## src/rtl/spi_master_tx.sv

```systemverilog
// SPI master transmitter: any CPOL/CPHA mode, MSB/LSB first, programmable SCLK divider and CS idle gap.
// Define SPI_RX_EN to capture spi_miso into rx_data; otherwise rx_data/rx_valid are tied to 0.
module spi_master_tx #(
    parameter int DATA_W  = 16,
    parameter int CLK_DIV = 1,
    parameter int CS_IDLE = 2
) (
    input  logic                        clk,
    input  logic                        rst,
    input  logic [DATA_W-1:0]           tx_data,
    input  logic                        tx_valid,
    output logic                        tx_ready,
    input  logic                        cpol,
    input  logic                        cpha,
    input  logic                        lsb_first,
    output logic                        spi_cs,
    output logic                        spi_sclk,
    output logic                        spi_data,
    input  logic                        spi_miso,
    output logic [DATA_W-1:0]           rx_data,
    output logic                        rx_valid,
    output logic                        busy,
    output logic [$clog2(DATA_W+1)-1:0] bit_cnt,
    output logic [1:0]                  fsm_state
);

    localparam int CNT_MAX = (CLK_DIV > CS_IDLE) ? CLK_DIV : CS_IDLE;
    localparam int CW      = $clog2(CNT_MAX + 1);
    localparam int TW      = $clog2(2 * DATA_W + 1);
    localparam logic [CW-1:0] DIV_LAST = CW'(CLK_DIV - 1);
    localparam logic [CW-1:0] GAP_LAST = CW'(CS_IDLE - 1);
    localparam logic [TW-1:0] TOG_LAST = TW'(2 * DATA_W - 1);

    typedef enum logic [1:0] {IDLE, SHIFT, HOLD, GAP} state_t;

    state_t            state, state_nx;
    logic [CW-1:0]     cnt;
    logic [TW-1:0]     tog_cnt;
    logic [DATA_W-1:0] tx_sh;
    logic              cpol_q, cpha_q, lsb_q;
    logic              accept, div_done, gap_done, last_tog, leading;
    logic              sample_edge, drive_edge, cs_rise;

    // Handshake: a word transfers on a rising clk edge where tx_valid && tx_ready;
    // tx_ready is high only in IDLE, and tx_valid in any other state is ignored.
    assign accept    = tx_valid && tx_ready;
    assign tx_ready  = (state == IDLE);
    assign busy      = (state != IDLE);
    assign fsm_state = state;

    assign div_done = (cnt == DIV_LAST);
    assign gap_done = (cnt == GAP_LAST);
    assign last_tog = (tog_cnt == TOG_LAST);
    // tog_cnt holds toggles already made, so an even count means the next toggle is leading.
    assign leading  = ~tog_cnt[0];
    assign sample_edge = (state == SHIFT) && div_done && (cpha_q ? ~leading : leading);
    assign drive_edge  = (state == SHIFT) && div_done &&
                         (cpha_q ? (leading && (tog_cnt != '0)) : (~leading && ~last_tog));
    assign cs_rise     = (state == HOLD) && div_done;

    always_ff @(posedge clk or negedge rst) begin
        if (!rst) state <= IDLE;
        else      state <= state_nx;
    end

    always_comb begin
        state_nx = state;
        case (state)
            IDLE:    if (accept) state_nx = SHIFT;
            SHIFT:   if (div_done && last_tog) state_nx = HOLD;
            HOLD:    if (div_done) state_nx = GAP;
            GAP:     if (gap_done) state_nx = IDLE;
            default: state_nx = IDLE;
        endcase
    end

    always_ff @(posedge clk or negedge rst) begin
        if (!rst) begin
            cnt      <= '0;
            tog_cnt  <= '0;
            tx_sh    <= '0;
            cpol_q   <= 1'b0;
            cpha_q   <= 1'b0;
            lsb_q    <= 1'b0;
            spi_sclk <= 1'b0;
            spi_data <= 1'b0;
            spi_cs   <= 1'b1;
            bit_cnt  <= '0;
        end else begin
            case (state)
                IDLE: begin
                    cpol_q   <= cpol;
                    cpha_q   <= cpha;
                    lsb_q    <= lsb_first;
                    spi_sclk <= cpol;
                    cnt      <= '0;
                    tog_cnt  <= '0;
                    if (accept) begin
                        tx_sh    <= tx_data;
                        spi_cs   <= 1'b0;
                        spi_data <= lsb_first ? tx_data[0] : tx_data[DATA_W-1];
                    end
                end
                SHIFT: begin
                    if (div_done) begin
                        cnt      <= '0;
                        tog_cnt  <= tog_cnt + 1'b1;
                        spi_sclk <= ~spi_sclk;
                    end else begin
                        cnt <= cnt + 1'b1;
                    end
                    if (drive_edge) begin
                        if (lsb_q) begin
                            tx_sh    <= tx_sh >> 1;
                            spi_data <= tx_sh[1];
                        end else begin
                            tx_sh    <= tx_sh << 1;
                            spi_data <= tx_sh[DATA_W-2];
                        end
                    end
                    if (sample_edge) bit_cnt <= bit_cnt + 1'b1;
                end
                HOLD: begin
                    if (div_done) begin
                        cnt    <= '0;
                        spi_cs <= 1'b1;
                    end else begin
                        cnt <= cnt + 1'b1;
                    end
                end
                GAP: begin
                    if (gap_done) begin
                        cnt     <= '0;
                        bit_cnt <= '0;
                    end else begin
                        cnt <= cnt + 1'b1;
                    end
                end
                default: cnt <= '0;
            endcase
        end
    end

`ifdef SPI_RX_EN
    logic [DATA_W-1:0] rx_sh;

    // Received bits shift in the same direction as transmit so rx_data matches bit order.
    always_ff @(posedge clk or negedge rst) begin
        if (!rst) begin
            rx_sh    <= '0;
            rx_data  <= '0;
            rx_valid <= 1'b0;
        end else begin
            rx_valid <= 1'b0;
            if (sample_edge)
                rx_sh <= lsb_q ? {spi_miso, rx_sh[DATA_W-1:1]} : {rx_sh[DATA_W-2:0], spi_miso};
            if (cs_rise) begin
                rx_data  <= rx_sh;
                rx_valid <= 1'b1;
            end
        end
    end
`else
    logic unused_miso;
    assign unused_miso = spi_miso;
    assign rx_data     = '0;
    assign rx_valid    = 1'b0;
`endif

endmodule

```

## config.mk

```make
export PLATFORM = sky130hd
export DESIGN_NAME = spi_master_tx
export DESIGN_NICKNAME = d
export VERILOG_FILES = /design/src/rtl/spi_master_tx.sv
export SDC_FILE = /design/constraint.sdc
export NUM_CORES = 1
export LEC_CHECK = 0
export CELL_PAD_IN_SITES_DETAIL_PLACEMENT = 0
export CELL_PAD_IN_SITES_GLOBAL_PLACEMENT = 1
export CORE_AREA = 3 3 70 98
export CTS_CLUSTER_SIZE = 12
export DETAILED_ROUTE_END_ITERATION = 10
export DIE_AREA = 0 0 73 101
export GPL_TIMING_DRIVEN = 0
export PLACE_DENSITY_LB_ADDON = 0.1
export SLEW_MARGIN = 20
export SYNTH_ARGS = -nofsm -noshare
export SYNTH_HDL_FRONTEND = slang
export SYNTH_SLANG_ARGS = --single-unit
```

## constraint.sdc

```tcl
create_clock -name clk -period 2.9 [get_ports clk]
set_input_delay 0.58 -clock clk [delete_from_list [all_inputs] [get_ports clk]]
set_output_delay 0.58 -clock clk [all_outputs]
set_load 0.05 [all_outputs]
```

==> out/results.txt, run 1 <==
Status: completed
GRT overflow: 0
Syn_area_per_cell: 10.4 um^2
Hold WC Path Type: in2async
WL final: 4.89 mm
Required @ worst endpoint: 2.32 ns
First-pass GRT wire length: 8.51 mm
Area Growth Syn to Fin: 26.4%
Slew Viols, Final: 0
Sequential share of power: 27.6%
Worst vdd ir: 0.523 mV
Sequential element share of the synthesized area: 39.1%
Sw Ratio: 43.1%
PostCTS Resize Cnt: 0
TritonCTS buffer count: 5
Library cells used by synthesis: 44
Detailed Place HPWL: 3.65 mm
Filler cells: 639
Post-Syn Instances: 222
Setup Crit Path Kind: reg2out
Die X: 73 um
Final cycle utilization of the critical path: 90.6%
Crit Path Max Fanout: 8
Top-area cell type share of the netlist area: 38.0%
Pin count of the biggest net entering global routing: 27
Die Y: 101 um
Post-synth top area cell: dfrtp_1
Die Area: 7370 um^2
Cell Rows: 34
Share of layout cells above drive strength 1: 22.1%
First-iteration detailed-routing DRC count: 41
Hold Buf Count CTS: 0
Final Critical Period: 2.63 ns
Vias: 1679
Port buffer count: 33
Pre-CTS worst setup slack: 0.438 ns
Syn. warnings: 0
Unrepaired setup endpoints after global routing: false
Final Hold Viols: 0
Final ANT Viol Nets: 0
Endpoint class of the critical path: primary output
Post-CTS Setup Repair Bufs: 0
Worst-path clk slew: 0.08 ns
Nets: 314
Startpoint types: flip-flop
Setup tns final: 0 ns
Worst Tran Pin Value: 0.587 ns
PD cells: 1160 nW/um^2
GPL Wtd Cong: 0.761
Fmax: 0.381 GHz
Clock Sinks: 36
Io pins: 52
Final Setup Violations: 0
Vias in the first global route: 1752
Initial antenna violation count: 0
Skew-Pair Late Insertion Delay: 0.29 ns
Main area contributors after synthesis: dfrtp_1, mux2i_1, ha_1, mux2_4, buf_4
N_diodes: 0
Max cap viols: 0
Register bit total from synthesis: 36
Initial Util: 37.4%
CTS Buffer Depth: 2
Worst slew margin: 60.8%
Drt first pass iters: 4
Overall routing resource usage: 15.0%
Clock share of power: 13.1%
Switching pwr: 1.46 mW
Detailed-route wire length per cell: 13.9 um
Post-Route Utilization: 47.3%
TritonCTS clock tree: yes
Cell Int Power: 1.92 mW
Leak Pwr: 1.36 nW
Gate power share: 59.3%
Drt drc: 0
Worst setup margin: 0.274 ns
Clock Root Buffer: clkbuf_8
Via-to-Cell Ratio: 4.77
WP data arrival: 2.05 ns
H-tree depth: 2
Mapped Area: 2310 um^2
Clock Skew: 0.00870 ns
Core Footprint: 6170 um^2
==> power by group through the flow <==
stage / clock, mW / combinational [mW] / sequential, mW
finish: 0.443 / 2.00 / 0.932
global route: 0.479 / 2.21 / 0.978
CTS: 0.461 / 2.03 / 0.937
detailed placement: 0 / 2.02 / 0.944
global placement: 0 / 2.02 / 0.944
floorplan: 0 / 1.40 / 1.09
==> worst paths after layout <==
check	start	end	slack, ns	cells after the start
worst max-delay path	fsm_state[0]	busy	0.27	5
worst min-delay path	rst	tx_sh[2]	0.15	1
worst max register to register	fsm_state[0]	tx_sh[12]	0.48	8
worst min register to register	spi_cs	spi_cs	0.47	2
max in group asynchronous	rst	cpha_q	2.31	2
min in group clk	spi_cs	spi_cs	0.47	2
==> area by class of cell <==
class                      instances  area, um^2  share of cell area, %
multi-input combinational        164        1240                   42.4
inverter                          11        45.0                   1.54
clock inverter                     2        35.0                   1.20
timing repair buffer              34         345                   11.8
sequential                        36         905                   31.0
buffer                            27         186                   6.39
tap                               72        90.1                   3.09
clock buffer                       6        72.6                   2.49
==> worst max-delay path, cell delays in order, from the launching register on <==
cell             delay [ns]
dfrtp_2                0.40
inv_1                  0.09
ha_1                   0.22
buf_4                  0.17
clkinvlp_4             0.08
clkdlybuf4s50_1        0.80
==> logic make-up (layout without fill, tap and decap cells) <==
| family | after synthesis | after routing | synth area share (%) |
|---|---|---|---|
| AOI/OAI and AO/OA | 42 | 42 | 12.4 |
| xor gates and xnor gates | 2 | 2 | 0.759 |
| adders and majority gates | 12 | 12 | 6.51 |
| buffers and inverters | 38 | 80 | 9.87 |
| DFF | 36 | 36 | 39.1 |
| muxes | 37 | 37 | 18.8 |
| other | 1 | 17 | 0.163 |
| and+or+nand+nor | 54 | 54 | 12.4 |
==> Yosys cell counts <==
master	count
a2111oi_2	1
a211o_1	1
a211oi_1	2
a21o_1	1
a21oi_1	18
a21oi_2	1
a221o_1	2
a22o_1	2
a22oi_1	2
a311oi_4	1
and2_1	1
and2b_1	2
and3_1	1
buf_2	2
buf_4	19
buf_8	1
clkbuf_1	5
conb_1	1
dfrtp_1	35
dfstp_2	1
ha_1	12
inv_1	11
mux2_2	11
mux2_4	10
mux2i_1	16
nand2_1	5
nand2b_1	3
nand3_1	5
nand3b_1	1
nand4_1	3
nor2_1	21
nor2_2	1
nor2b_1	5
nor2b_4	1
nor3b_1	1
nor4_1	2
nor4b_1	1
o21ai_0	8
o21ai_1	1
o31a_1	1
o31ai_1	1
or3_4	1
xnor2_1	1
xor2_1	1
==> layout by cell type (no fill, tap or decap), types with 3 or more instances in the layout <==
cell             instances
nand2b_1                 3
o21ai_0                  8
nand3_1                  5
nor2b_1                  5
nor2_1                  21
clkbuf_1                 6
buf_4                   19
clkdlybuf4s50_1         32
buf_2                    3
clkbuf_8                 5
mux2_2                  11
inv_1                   10
mux2_4                  10
dfrtp_1                 33
nand4_1                  3
ha_1                    12
nand2_1                  5
mux2i_1                 16
a21oi_1                 18
conb_1                  17
==> flip-flops by register name (all words and copies together) (netlist names) <==
| register | count |
|---|---|
| tog_cnt | 6 |
| spi_sclk | 1 |
| spi_data | 1 |
| cnt | 2 |
| lsb_q | 1 |
| tx_sh | 16 |
| spi_cs | 1 |
| bit_cnt | 5 |
| cpha_q | 1 |
| fsm_state | 2 |
==> metrics by stage <==
stage | instance area [um^2] | hold slack [ns] | power (mW) | instances
final | 2920 | 0.152 | 3.38 | 352
after floorplan | 2370 | 0.284 | 2.49 | 238
after global routing | 2920 | 0.155 | 3.67 | 352
after detailed placement | 2810 | 0.467 | 2.97 | 344
after global placement | 2790 | 0.463 | 2.96 | 343
after CTS | 2920 | 0.156 | 3.43 | 352
==> per-layer routing <==
layer  track usage (%)  wire, um  up-vias
li1                  -         -      852
met5                 0         0        -
met2              27.2      2610       31
met1              16.8      2000      790
met4              5.82        79        0
met3              2.89       194        6
(Power assumes the default switching activity.)
==> inputs of run 2 (changes only) <==
CORE_AREA = 3 3 67 94   (was 3 3 70 98)
DIE_AREA = 0 0 70 97   (was 0 0 73 101)
clock period = 3.17 ns   (was 2.9 ns; I/O delays follow)
==> out/results.txt, run 2 (synthesis gave the netlist of run 1 again) <==
Status: completed
TritonCTS clock tree: yes
Initial Util: 41.8%
CTS Buffer Depth: 2
Share of layout cells above drive strength 1: 21.4%
Placed Cells: 340
Non-Filler Instances: 348
Vias: 1678
TritonCTS buffer count: 5
Post-CTS Setup Repair Bufs: 0
Clock share of power: 13.2%
Clock Sinks: 36
Number of flip-flops under the largest register name: 16
Detailed Place HPWL: 3.69 mm
PD cells: 1070 nW/um^2
Filler cells: 525
Area Growth Syn to Fin: 26.1%
Final Setup Violations: 0
Clock Skew: 0.00877 ns
Io pins: 52
Leading cell type in the layout, fill and taps excluded: dfrtp_1
GPL Wtd Cong: 0.716
First-iteration detailed-routing DRC count: 42
Endpoint class of the critical path: primary output
Initial antenna violation count: 0
Register area: 902 um^2
Slew Viols, Final: 0
Switching pwr: 1.35 mW
Required @ worst endpoint: 2.54 ns
Top flop regs: tx_sh: 16 flops, tog_cnt: 6 flops, bit_cnt: 5 flops
N_diodes: 0
Die Y: 97 um
Die X: 70 um
Overall routing resource usage: 15.2%
First-pass GRT wire length: 8.47 mm
Nets: 314
Clock Root Buffer: clkbuf_8
Port buffer count: 33
Max cap viols: 0
Vias in the first global route: 1737
Via-to-Cell Ratio: 4.82
Post-Route Utilization: 52.6%
Hold WC Path Type: in2async
GRT overflow: 0
Startpoint types: flip-flop
Final Hold Viols: 0
Area of the multi-input gates: 1240 um^2
Unrepaired setup endpoints after global routing: false
Crit Path Max Fanout: 8
Gate power share: 59.3%
Sw Ratio: 43.4%
Hold Buf Count CTS: 0
Detailed-route wire length per cell: 14.2 um
Final ANT Viol Nets: 0
Final cycle utilization of the critical path: 86.2%
Cell Int Power: 1.76 mW
Fmax: 0.366 GHz
Skew-Pair Late Insertion Delay: 0.29 ns
Leak Pwr: 1.36 nW
Worst-path clk slew: 0.08 ns
Setup tns final: 0 ns
H-tree depth: 2
Largest Register: tx_sh
Sequential share of power: 27.5%
WP data arrival: 2.10 ns
PostCTS Resize Cnt: 0
Worst vdd ir: 0.457 mV
Worst slew margin: 61.7%
Core Footprint: 5530 um^2
Drt first pass iters: 4
Drt drc: 0
Die Area: 6790 um^2
Most frequent cells in the layout: dfrtp_1, clkdlybuf4s50_1, nor2_1
Final Critical Period: 2.73 ns
Pin count of the biggest net entering global routing: 27
Cell Rows: 32
WL final: 4.93 mm
Setup Crit Path Kind: reg2out
Worst Tran Pin Value: 0.574 ns
-- run 2: final timing paths --
| path | slack (ns) | cells past startpoint | startpoint | endpoint |
|---|---|---|---|---|
| min in group clk | 0.48 | 2 | spi_cs | spi_cs |
| min | 0.22 | 1 | rst | bit_cnt[3] |
| max | 0.44 | 5 | fsm_state[0] | busy |
| max reg2reg | 0.80 | 8 | fsm_state[0] | tx_sh[4] |
| max in group asynchronous | 2.45 | 2 | rst | spi_cs |
| min reg2reg | 0.48 | 2 | spi_cs | spi_cs |
-- run 2: cell type report --
class | count | area share, %
plain buffers | 27 | 6.41
multi-input cells | 164 | 42.5
clock inverters | 3 | 1.46
inverters | 11 | 1.42
repair buffers | 34 | 11.9
flip-flops and latches | 36 | 31.0
clock buffers | 5 | 2.37
well taps | 68 | 2.92
-- run 2: stage by stage --
step	hold WS [ns]	setup WS, ns	instance area (um^2)	total power, mW
global placement	0.469	0.557	2780	2.69
finish	0.217	0.439	2910	3.10
floorplan	0.338	0.0683	2370	2.27
CTS	0.220	0.418	2910	3.14
detailed placement	0.480	0.630	2800	2.72
global route	0.225	0.327	2910	3.35
-- run 2: layer usage --
layer  track usage, %  wire (um)
met2             27.1       2620
met4             5.16         71
met5                0          0
met3             3.64        211
met1             17.5       2020
-- run 2: worst max-delay path: stages, from the launching register on --
cell and delay [ns]:
dfrtp_1 0.41, inv_1 0.11, ha_1 0.22, buf_4 0.17
inv_1 0.09, clkdlybuf4s50_1 0.81
-- run 2: power by group through the flow --
| stage | Combinational (mW) | Sequential [mW] | Clock [mW] |
|---|---|---|---|
| 2_1_floorplan | 1.28 | 0.994 | 0 |
| 4_1_cts | 1.87 | 0.854 | 0.421 |
| 3_3_place_gp | 1.83 | 0.859 | 0 |
| 3_5_place_dp | 1.86 | 0.863 | 0 |
| 5_1_grt | 2.02 | 0.883 | 0.441 |
| 6_report | 1.84 | 0.853 | 0.410 |
